File: config.mk
export PLATFORM = sky130hd
export DESIGN_NAME = control_unit
export DESIGN_NICKNAME = d
export VERILOG_FILES = /design/src/rtl/control_unit_pkg.sv /design/src/rtl/control_unit_decode.sv /design/src/rtl/control_unit.sv
export SDC_FILE = /design/constraint.sdc
export NUM_CORES = 1
export LEC_CHECK = 0
export CAP_MARGIN = 40
export CORE_MARGIN = 3
export CORE_UTILIZATION = 41
export CTS_BUF_LIST = sky130_fd_sc_hd__clkbuf_8
export CTS_CLUSTER_SIZE = 10
export DETAILED_ROUTE_END_ITERATION = 10
export GPL_TIMING_DRIVEN = 0
export PLACE_DENSITY = 0.81
export SLEW_MARGIN = 20
export SYNTH_ARGS = -nofsm -noshare
export SYNTH_HDL_FRONTEND = slang
export SYNTH_SLANG_ARGS = --single-unit
File: constraint.sdc
create_clock -name clk -period 2 [get_ports clk]
set_input_delay 0.3 -clock clk [delete_from_list [all_inputs] [get_ports clk]]
set_output_delay 0.3 -clock clk [all_outputs]
set_load 0.1 [all_outputs]
File: src/rtl/control_unit_pkg.sv
// Shared encodings for the RV32I multicycle sequencer: state codes, select codes,
// the control bundle layout and the legal-opcode list.
package control_unit_pkg;

    // Execute states reuse opcode[6:2] so DISPATCH can load the opcode directly.
    typedef enum logic [4:0] {
        S_LOAD     = 5'b00000,
        S_LOAD_W   = 5'b00001,
        S_LOAD_1   = 5'b00010,
        S_MISCMEM  = 5'b00011,
        S_OPIMM    = 5'b00100,
        S_AUIPC    = 5'b00101,
        S_STORE    = 5'b01000,
        S_STORE_W  = 5'b01001,
        S_STORE_1  = 5'b01010,
        S_OP       = 5'b01100,
        S_LUI      = 5'b01101,
        S_PROLOGUE = 5'b10000,
        S_DISPATCH = 5'b10001,
        S_BRANCH   = 5'b11000,
        S_JALR     = 5'b11001,
        S_JAL      = 5'b11011,
        S_SYSTEM   = 5'b11100
    } state_t;

    localparam logic       ADDR_ALU = 1'b0;
    localparam logic       ADDR_PC  = 1'b1;
    localparam logic [1:0] RD_ALU   = 2'b00;
    localparam logic [1:0] RD_MEM   = 2'b01;
    localparam logic [1:0] RD_PC4   = 2'b10;
    localparam logic [1:0] ALU1_RS  = 2'b00;
    localparam logic [1:0] ALU1_PC  = 2'b01;
    localparam logic [1:0] ALU1_ZR  = 2'b10;
    localparam logic [1:0] ALU2_RS  = 2'b00;
    localparam logic [1:0] ALU2_IM  = 2'b01;
    localparam logic [1:0] ALU2_IS  = 2'b10;
    localparam logic       PC_PC4   = 1'b0;
    localparam logic       PC_ALU   = 1'b1;

    typedef struct packed {
        logic       write_pc;
        logic       write_ir;
        logic       write_rd;
        logic       mem_read;
        logic       mem_write;
        logic       addr_sel;
        logic [1:0] rd_sel;
        logic [1:0] alu_insel1;
        logic [1:0] alu_insel2;
        logic       pc_sel;
        logic       halted;
        logic       illegal;
    } ctrl_t;

    function automatic logic is_legal(logic [4:0] op);
        case (op)
            S_LOAD, S_STORE, S_OPIMM, S_AUIPC, S_OP, S_LUI,
            S_MISCMEM, S_BRANCH, S_JALR, S_JAL, S_SYSTEM: return 1'b1;
            default: return 1'b0;
        endcase
    endfunction

endpackage

File: src/rtl/control_unit_decode.sv
// Combinational decode of the current state (plus a few live inputs) into the
// datapath control bundle; reset forces the whole bundle idle.
module control_decode
    import control_unit_pkg::*;
(
    input  logic       rst,
    input  state_t     state,
    input  logic       halt_req,
    input  logic       mem_complete,
    input  logic [4:0] opcode,
    input  logic [2:0] funct3,
    input  logic       branch_cond,
    output ctrl_t      ctrl
);

    always_comb begin
        ctrl = '0;
        if (!rst) begin
            case (state)
                S_PROLOGUE: begin
                    if (halt_req) begin
                        ctrl.halted = 1'b1;
                    end else begin
                        ctrl.mem_read = 1'b1;
                        ctrl.addr_sel = ADDR_PC;
                        ctrl.write_ir = mem_complete;
                    end
                end
                S_DISPATCH: ctrl.illegal = !is_legal(opcode);
                S_LUI: begin
                    ctrl.alu_insel1 = ALU1_ZR;
                    ctrl.alu_insel2 = ALU2_IM;
                    ctrl.rd_sel     = RD_ALU;
                    ctrl.write_rd   = 1'b1;
                    ctrl.write_pc   = 1'b1;
                end
                S_AUIPC: begin
                    ctrl.alu_insel1 = ALU1_PC;
                    ctrl.alu_insel2 = ALU2_IM;
                    ctrl.rd_sel     = RD_ALU;
                    ctrl.write_rd   = 1'b1;
                    ctrl.write_pc   = 1'b1;
                end
                S_JAL, S_JALR: begin
                    ctrl.alu_insel1 = (state == S_JAL) ? ALU1_PC : ALU1_RS;
                    ctrl.alu_insel2 = ALU2_IM;
                    ctrl.rd_sel     = RD_PC4;
                    ctrl.write_rd   = 1'b1;
                    ctrl.write_pc   = 1'b1;
                    ctrl.pc_sel     = PC_ALU;
                end
                S_BRANCH: begin
                    ctrl.alu_insel1 = ALU1_PC;
                    ctrl.alu_insel2 = ALU2_IM;
                    ctrl.write_pc   = 1'b1;
                    ctrl.pc_sel     = branch_cond ? PC_ALU : PC_PC4;
                end
                S_OPIMM: begin
                    // Shift-immediates (SLLI/SRLI/SRAI) take the shamt operand.
                    ctrl.alu_insel1 = ALU1_RS;
                    ctrl.alu_insel2 = (funct3 == 3'b001 || funct3 == 3'b101) ? ALU2_IS : ALU2_IM;
                    ctrl.rd_sel     = RD_ALU;
                    ctrl.write_rd   = 1'b1;
                    ctrl.write_pc   = 1'b1;
                end
                S_OP: begin
                    ctrl.alu_insel1 = ALU1_RS;
                    ctrl.alu_insel2 = ALU2_RS;
                    ctrl.rd_sel     = RD_ALU;
                    ctrl.write_rd   = 1'b1;
                    ctrl.write_pc   = 1'b1;
                end
                S_MISCMEM, S_SYSTEM: ctrl.write_pc = 1'b1;
                S_LOAD, S_LOAD_W: begin
                    ctrl.alu_insel1 = ALU1_RS;
                    ctrl.alu_insel2 = ALU2_IM;
                    ctrl.addr_sel   = ADDR_ALU;
                    ctrl.mem_read   = 1'b1;
                end
                S_LOAD_1: begin
                    ctrl.rd_sel   = RD_MEM;
                    ctrl.write_rd = 1'b1;
                    ctrl.write_pc = 1'b1;
                end
                S_STORE, S_STORE_W: begin
                    ctrl.alu_insel1 = ALU1_RS;
                    ctrl.alu_insel2 = ALU2_IM;
                    ctrl.addr_sel   = ADDR_ALU;
                    ctrl.mem_write  = 1'b1;
                end
                S_STORE_1: ctrl.write_pc = 1'b1;
                default: ;
            endcase
        end
    end

endmodule

File: src/rtl/control_unit.sv
// Multicycle RV32I sequencer: fetch into IR, dispatch on opcode[6:2], execute,
// memory and writeback, with an instruction-boundary debug halt in PROLOGUE.
module control_unit
    import control_unit_pkg::*;
(
    input  logic       clk,
    input  logic       rst,
    input  logic       halt_req,
    input  logic       mem_complete,
    input  logic [4:0] opcode,
    input  logic [2:0] funct3,
    input  logic       branch_cond,
    output logic       write_pc,
    output logic       write_ir,
    output logic       write_rd,
    output logic       mem_read,
    output logic       mem_write,
    output logic       addr_sel,
    output logic [1:0] rd_sel,
    output logic [1:0] alu_insel1,
    output logic [1:0] alu_insel2,
    output logic       pc_sel,
    output logic       halted,
    output logic       illegal,
    output logic [4:0] state
);

    state_t state_q;
    ctrl_t  ctrl;

    always_ff @(posedge clk) begin
        if (rst) begin
            state_q <= S_PROLOGUE;
        end else begin
            case (state_q)
                S_PROLOGUE: if (!halt_req && mem_complete) state_q <= S_DISPATCH;
                S_DISPATCH: state_q <= is_legal(opcode) ? state_t'(opcode) : S_PROLOGUE;
                S_LOAD:     state_q <= mem_complete ? S_LOAD_1 : S_LOAD_W;
                S_LOAD_W:   if (mem_complete) state_q <= S_LOAD_1;
                S_STORE:    state_q <= mem_complete ? S_STORE_1 : S_STORE_W;
                S_STORE_W:  if (mem_complete) state_q <= S_STORE_1;
                // Every single-cycle execute state and any stray code return to fetch.
                default:    state_q <= S_PROLOGUE;
            endcase
        end
    end

    control_decode u_decode (
        .rst          (rst),
        .state        (state_q),
        .halt_req     (halt_req),
        .mem_complete (mem_complete),
        .opcode       (opcode),
        .funct3       (funct3),
        .branch_cond  (branch_cond),
        .ctrl         (ctrl)
    );

    assign write_pc   = ctrl.write_pc;
    assign write_ir   = ctrl.write_ir;
    assign write_rd   = ctrl.write_rd;
    assign mem_read   = ctrl.mem_read;
    assign mem_write  = ctrl.mem_write;
    assign addr_sel   = ctrl.addr_sel;
    assign rd_sel     = ctrl.rd_sel;
    assign alu_insel1 = ctrl.alu_insel1;
    assign alu_insel2 = ctrl.alu_insel2;
    assign pc_sel     = ctrl.pc_sel;
    assign halted     = ctrl.halted;
    assign illegal    = ctrl.illegal;
    assign state      = state_q;

endmodule

==> key figures, run 1 <==
Status
  • Status: did not finish
  • Last stage: 3_5_place_dp
  • Tool Error: [ERROR DPL-0038] Utilization greater than 100%, impossible to legalize

Logic synthesis
  • FF+latch count, synth: 5
  • Yosys cell types: 43
  • Post-Synthesis Cells: 84
  • Prevailing post-synth register cell: dfxtp_1
  • Synthesized cell area: 648.1 um^2
  • Post-synth net total: 98
  • Synth warn: 0
  • Sequential area share after synthesis: 0.1544
  • Synthesized area per cell: 7.716 um^2
  • EDFF count, synth: 0
  • Post-synth ARST share: 0

Floorplanning
  • Initial Util: 0.4688
  • I/O pin cnt: 33
  • FP Rows: 13
  • Die Height: 45.76 um
  • DIE WIDTH: 45.76 um

Placed design
  • PortBufs: 31
  • GP Congestion: 0.7709
synth_stat cells, types with 2 or more instances:
cell type / number / share of area
o22ai_1: 2 / 0.019
a21oi_1: 4 / 0.031
a31o_1: 2 / 0.027
nor2b_1: 4 / 0.039
inv_1: 7 / 0.041
o211ai_1: 2 / 0.023
nand2b_1: 3 / 0.029
dfxtp_1: 5 / 0.15
clkbuf_8: 2 / 0.042
a211oi_1: 3 / 0.035
nand2_1: 3 / 0.017
nor2_1: 4 / 0.023
nor3b_1: 4 / 0.046
nor4_1: 2 / 0.019
and3_1: 3 / 0.029
nor3_1: 5 / 0.039
nand3_1: 3 / 0.023
kinds of logic after synthesis:
kind of cell,count (synthesis),synth area share
and+or+nand+nor,40,0.3977
AOI/OAI and AO/OA,24,0.2780
buffers and inverters,12,0.1139
DFF,5,0.1544
xor gates and xnor gates,1,0.01352
muxes,1,0.02316
adders and majority gates,1,0.01930
metrics by stage:
stage	TNS, ps	hold WS (ps)
3_3_place_gp	-16790	651.1
2_1_floorplan	-3387	424.7
==> inputs of run 2 (changes only) <==
Settings changed: CORE_AREA from default to 3 3 64 66, CORE_MARGIN 3 to default, CORE_UTILIZATION 41 to default, CTS_BUF_LIST sky130_fd_sc_hd__clkbuf_8 to default, CTS_CLUSTER_SIZE 10 to default, DIE_AREA from default to 0 0 67 69, PLACE_DENSITY 0.81 to default, PLACE_DENSITY_LB_ADDON from default to 0.15.
==> key figures, run 2 <==
Worst setup path
  • Crit Path Class: input port to primary output
  • Critical Path RT: 1700 ps
  • Slowest stage cell on the critical path: mux2_4
  • Max FO, Critical Path: 4
  • Crit path arrival time: 1620 ps
  • CP endpoint kind: primary output
  • Worst setup SP type: input port
  • Max incr delay on CP: 270 ps
  • Crit path cell chain: clkbuf_4 -> inv_12 -> ha_4 -> mux2_4 -> a31oi_4 -> o21ai_4 -> nor3_4 -> buf_12

Routing
  • DR pass1 iterations: 4
  • Residual DRC: 0
  • Drt wl/cell: 13.37 um
  • DR vias/cell: 4.575
  • Final WL: 2420 um
  • DR iter-0 viols: 49
  • DRT antenna net count: 0
  • Vias after detailed routing: 828

Logic synthesis
  • Post-synth net total: 98
  • Yosys cell types: 43
  • Synthesized area per cell: 7.716 um^2
  • Sequential area share after synthesis: 0.1544
  • Synthesized cell area: 648.1 um^2
  • Prevailing post-synth register cell: dfxtp_1
  • Synth top area share: 0.1544
  • Commonest cells post-synth: inv_1 (7), dfxtp_1 (5), nor3_1 (5)
  • Synth warn: 0
  • Largest cells by area after synthesis: dfxtp_1 (15%), nor3b_1 (4.6%), clkbuf_8 (4.2%)
  • Cell with the most instances after synthesis: inv_1
  • Cell taking the most area after synthesis: dfxtp_1
  • Post-Synthesis Cells: 84
  • EDFF count, synth: 0
  • FF+latch count, synth: 5
  • Post-synth ARST share: 0

GRT
  • Antenna violations before repair: 0
  • Largest net degree at the start of global routing: 11
  • GR Util All Layers: 0.1104
  • First-pass GRT wire length: 4084 um
  • Vias in the first global route: 858
  • Overflow after GRT: 0

Layout
  • Register area: 118.9 um^2
  • Final net count: 148
  • FILL cells: 355
  • Most frequent cells in the layout: buf_12 (15), buf_4 (10), clkdlybuf4s50_1 (10)
  • Max FFs per register: 5
  • Area Growth Syn to Fin: 147.3%
  • ANT cells: 0
  • Commonest non-fill, non-tap cell in the layout: buf_12
  • Share of layout cells above drive strength 1: 0.5940
  • Final Util: 0.4411
  • Multi-input gate area: 681.9 um^2

Clock network
  • Clk_lat worst skew: 220 ps
  • TritonCTS clock tree: done
  • Num CTS Buffers: 3
  • CTS H-tree depth: 1
  • Clock-pin slew on the worst setup and hold paths: 30 ps
  • Sink Count: 5
  • Clock root cell: clkbuf_8
  • CTS Buffer Depth: 2

Floorplanning
  • Die area: 4623 um^2
  • Die Height: 69 um
  • Core Area: 3633 um^2
  • Initial Util: 0.1784
  • FP Rows: 22
  • DIE WIDTH: 67 um
  • I/O pin cnt: 33

Power
  • Logic pwr share: 0.564
  • Max VDD drop: 209.3 uV
  • Clock power share: 0.265
  • Sw Ratio: 0.4143
  • Power per cell area: 427.6 nW/um^2
  • Leakage: 0.6246 nW
  • Internal: 0.0004013 W
  • Share of power burned in registers: 0.171
  • Net Switching: 0.0002839 W

Min path
  • Worst hold path type: input port to flip-flop

STA
  • Worst-Margin Slew: 342.7 ps
  • Slew margin rel.: 0.7656
  • Clk_skew: 0.3635 ps
  • Tcrit/Tclk final: 0.9623
  • Final setup violating endpoints: 0
  • Fin crit period: 1925 ps
  • Unrepaired setup endpoints after global routing: no
  • Final Hold Viols: 0
  • Slew Viols, Final: 0
  • Fmax: 519.6 MHz
  • Sum Neg Setup Slack: 0 ps

Placed design
  • GP Congestion: 0.7121
  • PortBufs: 31
  • HPWL Detailed: 1907 um

Status
  • Status: finished clean

Job
  • Maxcap violations: 0
-- run 2: cell counts after synthesis --
Identical to the previous run, type by type.
-- run 2: routing by layer --
layer,vias to the layer above,track usage,share of wire
met4,0,0.03378,0
met5,-,0,0
met2,20,0.1921,0.54
met1,401,0.1385,0.43
li1,407,-,-
met3,0,0.01140,0.034
-- run 2: critical path: cells and delay by family --
family | cells | cell delay (ps)
fa+ha+maj | 1 | 150
compound gates | 2 | 310
simple gates | 1 | 160
buf+inv | 3 | 420
mux | 1 | 270
-- run 2: path summary, 6_finish.rpt --
check / start / to / slack [ps] / cells past startpoint
worst max register to register: state[4] / state[0] / 540 / 6
worst min-delay path: opcode[0] / state[0] / 440 / 2
worst min register to register: state[3] / state[0] / 740 / 2
worst max-delay path: opcode[1] / illegal / 80 / 8
-- run 2: cell type report --
cell class | instances | area share
plain buffers | 3 | 0.02186
clock buffers | 4 | 0.02810
inverters | 7 | 0.02888
multi-input cells | 67 | 0.4254
flip-flops and latches | 5 | 0.07416
well taps | 48 | 0.03747
repair buffers | 47 | 0.3841
-- run 2: cell families after synthesis --
| group | count (synthesis) | share of synthesized area |
|---|---|---|
| and+or+nand+nor | 40 | 0.3977 |
| AOI/OAI and AO/OA | 24 | 0.2780 |
| buffers and inverters | 12 | 0.1139 |
| DFF | 5 | 0.1544 |
| xor gates and xnor gates | 1 | 0.01352 |
| muxes | 1 | 0.02316 |
| adders and majority gates | 1 | 0.01930 |
-- run 2: through the flow --
step | instances | cell area [um^2] | power [W] | hold slack [ps] | worst slack, ps
after floorplan | 84 | 839.6 | 0.0003458 | 424.7 | -930.4
after global placement | 163 | 1210 | 0.0004278 | 714.3 | -1463
after detailed placement | 184 | 1521 | 0.0004812 | 704.1 | -1048
after CTS | 180 | 1587 | 0.0006802 | 447.8 | -325.0
after global routing | 181 | 1603 | 0.0007214 | 462.3 | 19.81
final | 181 | 1603 | 0.0006853 | 444.0 | 75.40
-- run 2: timing repair --
| item | in CTS | in global routing |
|---|---|---|
| gates cloned | 0 | 0 |
| pin swaps | 3 | 4 |
| hold buffers | 0 | 0 |
| buffers inserted | 2 | 7 |
| setup endpoints to repair | 17 | 7 |
| gates resized for setup | 46 | 8 |
-- run 2: power groups by stage --
stage                     Sequential, W  Combinational, W  Clock [W]
final                          0.000117          0.000387   0.000182
after global routing           0.000118          0.000405   0.000197
after CTS                      0.000114          0.000380   0.000187
after detailed placement       0.000113          0.000368          0
after global placement         0.000113          0.000314          0
after floorplan                0.000146          0.000200          0
No activity file was read; power rests on OpenSTA's default activity.
==> inputs of run 3 (changes only) <==
--- a/config.mk
+++ b/config.mk
@@ -11,4 +11,5 @@
 export DIE_AREA = 0 0 67 69
-export GPL_TIMING_DRIVEN = 0
+export GPL_TIMING_DRIVEN = 1
 export PLACE_DENSITY_LB_ADDON = 0.15
+export SETUP_SLACK_MARGIN = 0.3
 export SLEW_MARGIN = 20
==> constraint.sdc (replaced) <==
create_clock -name clk -period 2 [get_ports clk]
set_input_delay 0.4 -clock clk [delete_from_list [all_inputs] [get_ports clk]]
set_output_delay 0.4 -clock clk [all_outputs]
set_load 0.1 [all_outputs]
==> key figures, run 3 (synthesized netlist as in run 2, its figures left out) <==
Status
  • Status: finished clean

Min path
  • Hold depth: 3
  • Worst hold path type: input port to flip-flop
  • HP Start: opcode[0]
  • Worst hold endpoint: state[0]

Floorplanning
  • Initial Util: 0.1784
  • Core Area: 3633 um^2
  • DIE WIDTH: 67 um
  • Die area: 4623 um^2
  • I/O pin cnt: 33
  • FP Rows: 22
  • Die Height: 69 um

Power
  • Max VDD drop: 395.7 uV
  • Leakage: 0.8488 nW
  • Power per cell area: 390.3 nW/um^2

Routing
  • DR pass1 iterations: 4
  • DRT antenna net count: 0
  • DR vias/cell: 4.495
  • Vias after detailed routing: 944
  • Residual DRC: 0
  • DR iter-0 viols: 21
  • Final WL: 2824 um
  • Drt wl/cell: 13.45 um

GRT
  • Overflow after GRT: 0
  • Vias in the first global route: 1041
  • First-pass GRT wire length: 4581 um
  • GR Util All Layers: 0.1244
  • Antenna violations before repair: 0
  • Largest net degree at the start of global routing: 9

STA
  • Sum Neg Setup Slack: 0 ps
  • Slew margin rel.: 0.7755
  • Fin crit period: 1985 ps
  • Final Hold Viols: 0
  • Final setup violating endpoints: 0
  • Fmax: 503.7 MHz
  • Tcrit/Tclk final: 0.9926
  • Slew Viols, Final: 0
  • Clk_skew: 4.710 ps
  • Unrepaired setup endpoints after global routing: yes
  • Worst-Margin Slew: 328.2 ps

Worst setup path
  • Slowest stage cell on the critical path: mux2_4
  • FF-to-FF End: state[0]
  • Critical Path RT: 1600 ps
  • Crit path max-delay family: buffers and inverters
  • CP endpoint kind: primary output
  • Crit path arrival time: 1590 ps
  • Reg2Reg Depth: 7
  • CP bufs+invs: 3
  • Worst r2r src: state[2]
  • Max incr delay on CP: 280 ps
  • Worst setup SP type: input port
  • Crit path cell chain: buf_12 -> inv_12 -> ha_4 -> mux2_4 -> a31oi_4 -> o21ai_4 -> nor3_4 -> buf_12
  • Max FO, Critical Path: 2
  • Worst Setup SP: opcode[1]
  • CP dominant cell by count: buf_12
  • Crit Path Class: input port to primary output
  • R2R setup slack: 460 ps

Layout
  • Area Growth Syn to Fin: 206.4%
  • Fin area: 1986 um^2
  • Commonest non-fill, non-tap cell in the layout: buf_4
  • Max FFs per register: 5
  • Final Util: 0.5465
  • Most frequent cells in the layout: buf_4 (34), buf_12 (20), buf_6 (14)
  • ANT cells: 0
  • Share of layout cells above drive strength 1: 0.7963
  • Final net count: 177

Placed design
  • HPWL Detailed: 1854 um
  • DP Area: 1454 um^2
  • PortBufs: 31
  • GP Congestion: 0.7508

Clock network
  • Clk_lat worst skew: 230 ps
  • Num CTS Buffers: 3
  • CTS Buffer Depth: 2
  • Clock-pin slew on the worst setup and hold paths: 40 ps
  • Clock root cell: clkbuf_8
  • CTS H-tree depth: 1
  • Sink Count: 5
  • Cts hold-fix bufs: 0
  • TritonCTS clock tree: done

Job
  • Maxcap violations: 0
-- run 3: metal layers --
metal | global-route usage | wire (um) | up-vias | part of all wire
met2 | 0.2555 | 1718 | 20 | 0.61
li1 | - | - | 465 | -
met5 | 0 | 0 | - | 0
met1 | 0.1201 | 993 | 457 | 0.35
met4 | 0.04505 | 21 | 0 | 0.0074
met3 | 0.009772 | 90 | 2 | 0.032
-- run 3: worst min-delay path: cells and delay by family --
family | cells | cell delay (ps)
AO/OA/AOI/OAI | 1 | 130
buffers and inverters | 2 | 190
-- run 3: worst max-delay path by stage --
| stage | slack, ps | cells past startpoint | end |
|---|---|---|---|
| after detailed placement | -660 | 8 | illegal |
| after global placement | -610 | 8 | illegal |
| after floorplan | -1030 | 5 | write_ir |
| after CTS | -20 | 8 | illegal |
| after global routing | -50 | 8 | illegal |
| final | 10 | 8 | illegal |
-- run 3: timing repair --
item,4_1_cts,5_1_grt
pin swaps,24,10
resized for setup,74,9
endpoints found under the hold margin,0,0
endpoints found under the setup margin,20,15
buffers inserted,29,4
-- run 3: cell type report --
cell class,count,area [um^2]
fill,315,1648
tap,48,60.06
sequential,5,118.9
multi-input combinational,67,789.5
timing repair buffer,79,925.9
clock buffer,4,45.04
inverter,7,46.29
-- run 3: stage by stage --
| step | total power [W] | setup slack (ps) | hold WS (ps) | instances |
|---|---|---|---|---|
| floorplan | 0.0003463 | -1030 | 524.7 | 84 |
| global placement | 0.0004785 | -606.9 | 703.3 | 173 |
| detailed placement | 0.0004822 | -657.5 | 713.9 | 173 |
| CTS | 0.0007574 | -23.46 | 527.4 | 206 |
| global route | 0.0008088 | -52.91 | 547.5 | 210 |
| finish | 0.0007750 | 14.75 | 524.6 | 210 |
-- run 3: power breakdown --
part           switching (W)  internal (W)  total [W]
clock              0.0000533      0.000137   0.000190
sequential        0.00000714      0.000102   0.000109
combinational       0.000257      0.000219   0.000475
total               0.000317      0.000458   0.000775
==> inputs of run 4 (changes only) <==
Settings changed: GPL_ROUTABILITY_DRIVEN from default to 0, TNS_END_PERCENT from default to 1.
Clock period 2 ns to 1.7 ns, I/O delays scaled along.
==> key figures, run 4 (synthesized netlist as in run 2, its figures left out) <==
Status
  • Status: finished with violations
  • Failing checks: setup timing

GRT
  • First-pass GRT wire length: 4036 um
  • Largest net degree at the start of global routing: 14
  • Vias in the first global route: 900
  • Antenna violations before repair: 0
  • Overflow after GRT: 0
  • GR Util All Layers: 0.1110

Placed design
  • PortBufs: 31
  • HPWL Detailed: 1887 um
  • Setup Slack @ Placement: -677.5 ps

STA
  • Unrepaired setup endpoints after global routing: yes
  • Fmax: 550.5 MHz
  • Fin crit period: 1817 ps
  • Slew margin rel.: 0.7685
  • Final setup margin: -116.5 ps
  • Tcrit/Tclk final: 1.069
  • Clk_skew: 3.543 ps
  • Worst-Margin Slew: 344.6 ps
  • Final setup violating endpoints: 10
  • Slew Viols, Final: 0
  • Final Hold Viols: 0

Layout
  • Final net count: 159
  • Area Growth Syn to Fin: 156.6%
  • Commonest non-fill, non-tap cell in the layout: buf_4
  • ANT cells: 0
  • FILL cells: 372
  • Register area: 118.9 um^2
  • Max FFs per register: 5
  • Multi-input gate area: 660.6 um^2
  • Most frequent cells in the layout: buf_4 (28), buf_12 (20), inv_1 (5), dfxtp_4 (5), clkdlybuf4s50_1 (4)
  • Share of layout cells above drive strength 1: 0.6667

Floorplanning
  • Core Area: 3633 um^2
  • I/O pin cnt: 33
  • DIE WIDTH: 67 um
  • Initial Util: 0.1784
  • Die area: 4623 um^2
  • Die Height: 69 um
  • FP Rows: 22

Routing
  • Final WL: 2411 um
  • Residual DRC: 0
  • DRT antenna net count: 0
  • DR iter-0 viols: 14
  • DR pass1 iterations: 4
  • Vias after detailed routing: 851
  • Drt wl/cell: 12.56 um
  • DR vias/cell: 4.432

Worst setup path
  • Worst setup SP type: flip-flop
  • Slowest stage cell on the critical path: dfxtp_4
  • Critical Path RT: 1360 ps
  • Max FO, Critical Path: 5
  • Worst r2r src: state[3]
  • Crit path cell chain: nor2b_4 -> nand2_4 -> nor4_4 -> and2_4 -> buf_12
  • Max incr delay on CP: 360 ps
  • Crit Path Class: flip-flop to primary output
  • Crit path max-delay family: simple AND/OR/NAND/NOR gates
  • Crit path arrival time: 1480 ps
  • Worst Setup SP: state[4]
  • CP endpoint kind: primary output
  • CP bufs+invs: 1

Power
  • Logic pwr share: 0.565
  • Power per cell area: 496.9 nW/um^2
  • Sw Ratio: 0.4080
  • Leakage: 0.6817 nW
  • Share of power burned in registers: 0.166
  • Clock power share: 0.269
  • Net Switching: 0.0003371 W
  • Pwr Total: 0.0008263 W
  • Internal: 0.0004891 W
  • Max VDD drop: 443.1 uV

Job
  • Maxcap violations: 0

Min path
  • Worst hold path type: input port to flip-flop
  • HP Start: opcode[0]

Clock network
  • Num CTS Buffers: 3
  • Clock-pin slew on the worst setup and hold paths: 40 ps
  • Clk_lat worst skew: 220 ps
  • CTS Buffer Depth: 2
  • CTS H-tree depth: 1
  • TritonCTS clock tree: done
  • Clock root cell: clkbuf_8
  • Sink Count: 5
## run 4: layout make-up
class	instances	share of cell area
Clock buffer	4	0.02709
Tap cell	48	0.03612
Multi-Input combinational cell	67	0.3973
Sequential cell	5	0.07148
Timing Repair Buffer	61	0.4492
Inverter	7	0.01881
## run 4: power by group through the flow
| stage | clock, W | combinational (W) | sequential (W) |
|---|---|---|---|
| final | 0.000222 | 0.000467 | 0.000137 |
| after CTS | 0.000229 | 0.000461 | 0.000137 |
| after detailed placement | 0 | 0.000429 | 0.000142 |
| after global placement | 0 | 0.000428 | 0.000141 |
| after global routing | 0.000245 | 0.000490 | 0.000139 |
| after floorplan | 0 | 0.000220 | 0.000175 |
## run 4: path summary, 6_finish.rpt
| kind | end | cells after the start | slack [ps] |
|---|---|---|---|
| worst max-delay path | write_ir | 5 | -120 |
| worst min-delay path | state[0] | 3 | 500 |
| worst max register to register | state[0] | 5 | 300 |
| worst min register to register | state[4] | 3 | 730 |
## run 4: through the flow
stage	TNS (ps)	std cells	cell area (um^2)	hold slack [ps]	util
finish	-694.5	192	1663	502.9	0.4576
global route	-1601	192	1663	511.2	0.4576
CTS	-1196	191	1632	486.7	0.4490
detailed placement	-5688	183	1455	753.2	0.4005
global placement	-5565	183	1455	760.0	0.4005
floorplan	-15370	84	744.5	464.7	-
## run 4: worst reg2reg max path: stages (launching register included)
cell and delay, ps:
dfxtp_4 390, buf_4 160, a211oi_1 300, nor2b_2 230, a31o_1 150, a41o_1 100
## run 4: layer usage
| layer | routed length [um] | GRT usage |
|---|---|---|
| met1 | 916 | 0.1141 |
| met2 | 1326 | 0.2063 |
| met3 | 126 | 0.02932 |
| met4 | 41 | 0.04054 |
| met5 | 0 | 0 |
## run 4: repair_timing
item                                   4_1_cts  5_1_grt
buffers inserted                             4        1
hold buffers                                 0        0
cloned                                       0        0
pin swaps                                   13        8
endpoints found under the hold margin        0        0
resized for setup                           45        8
setup endpoints to repair                   22       21
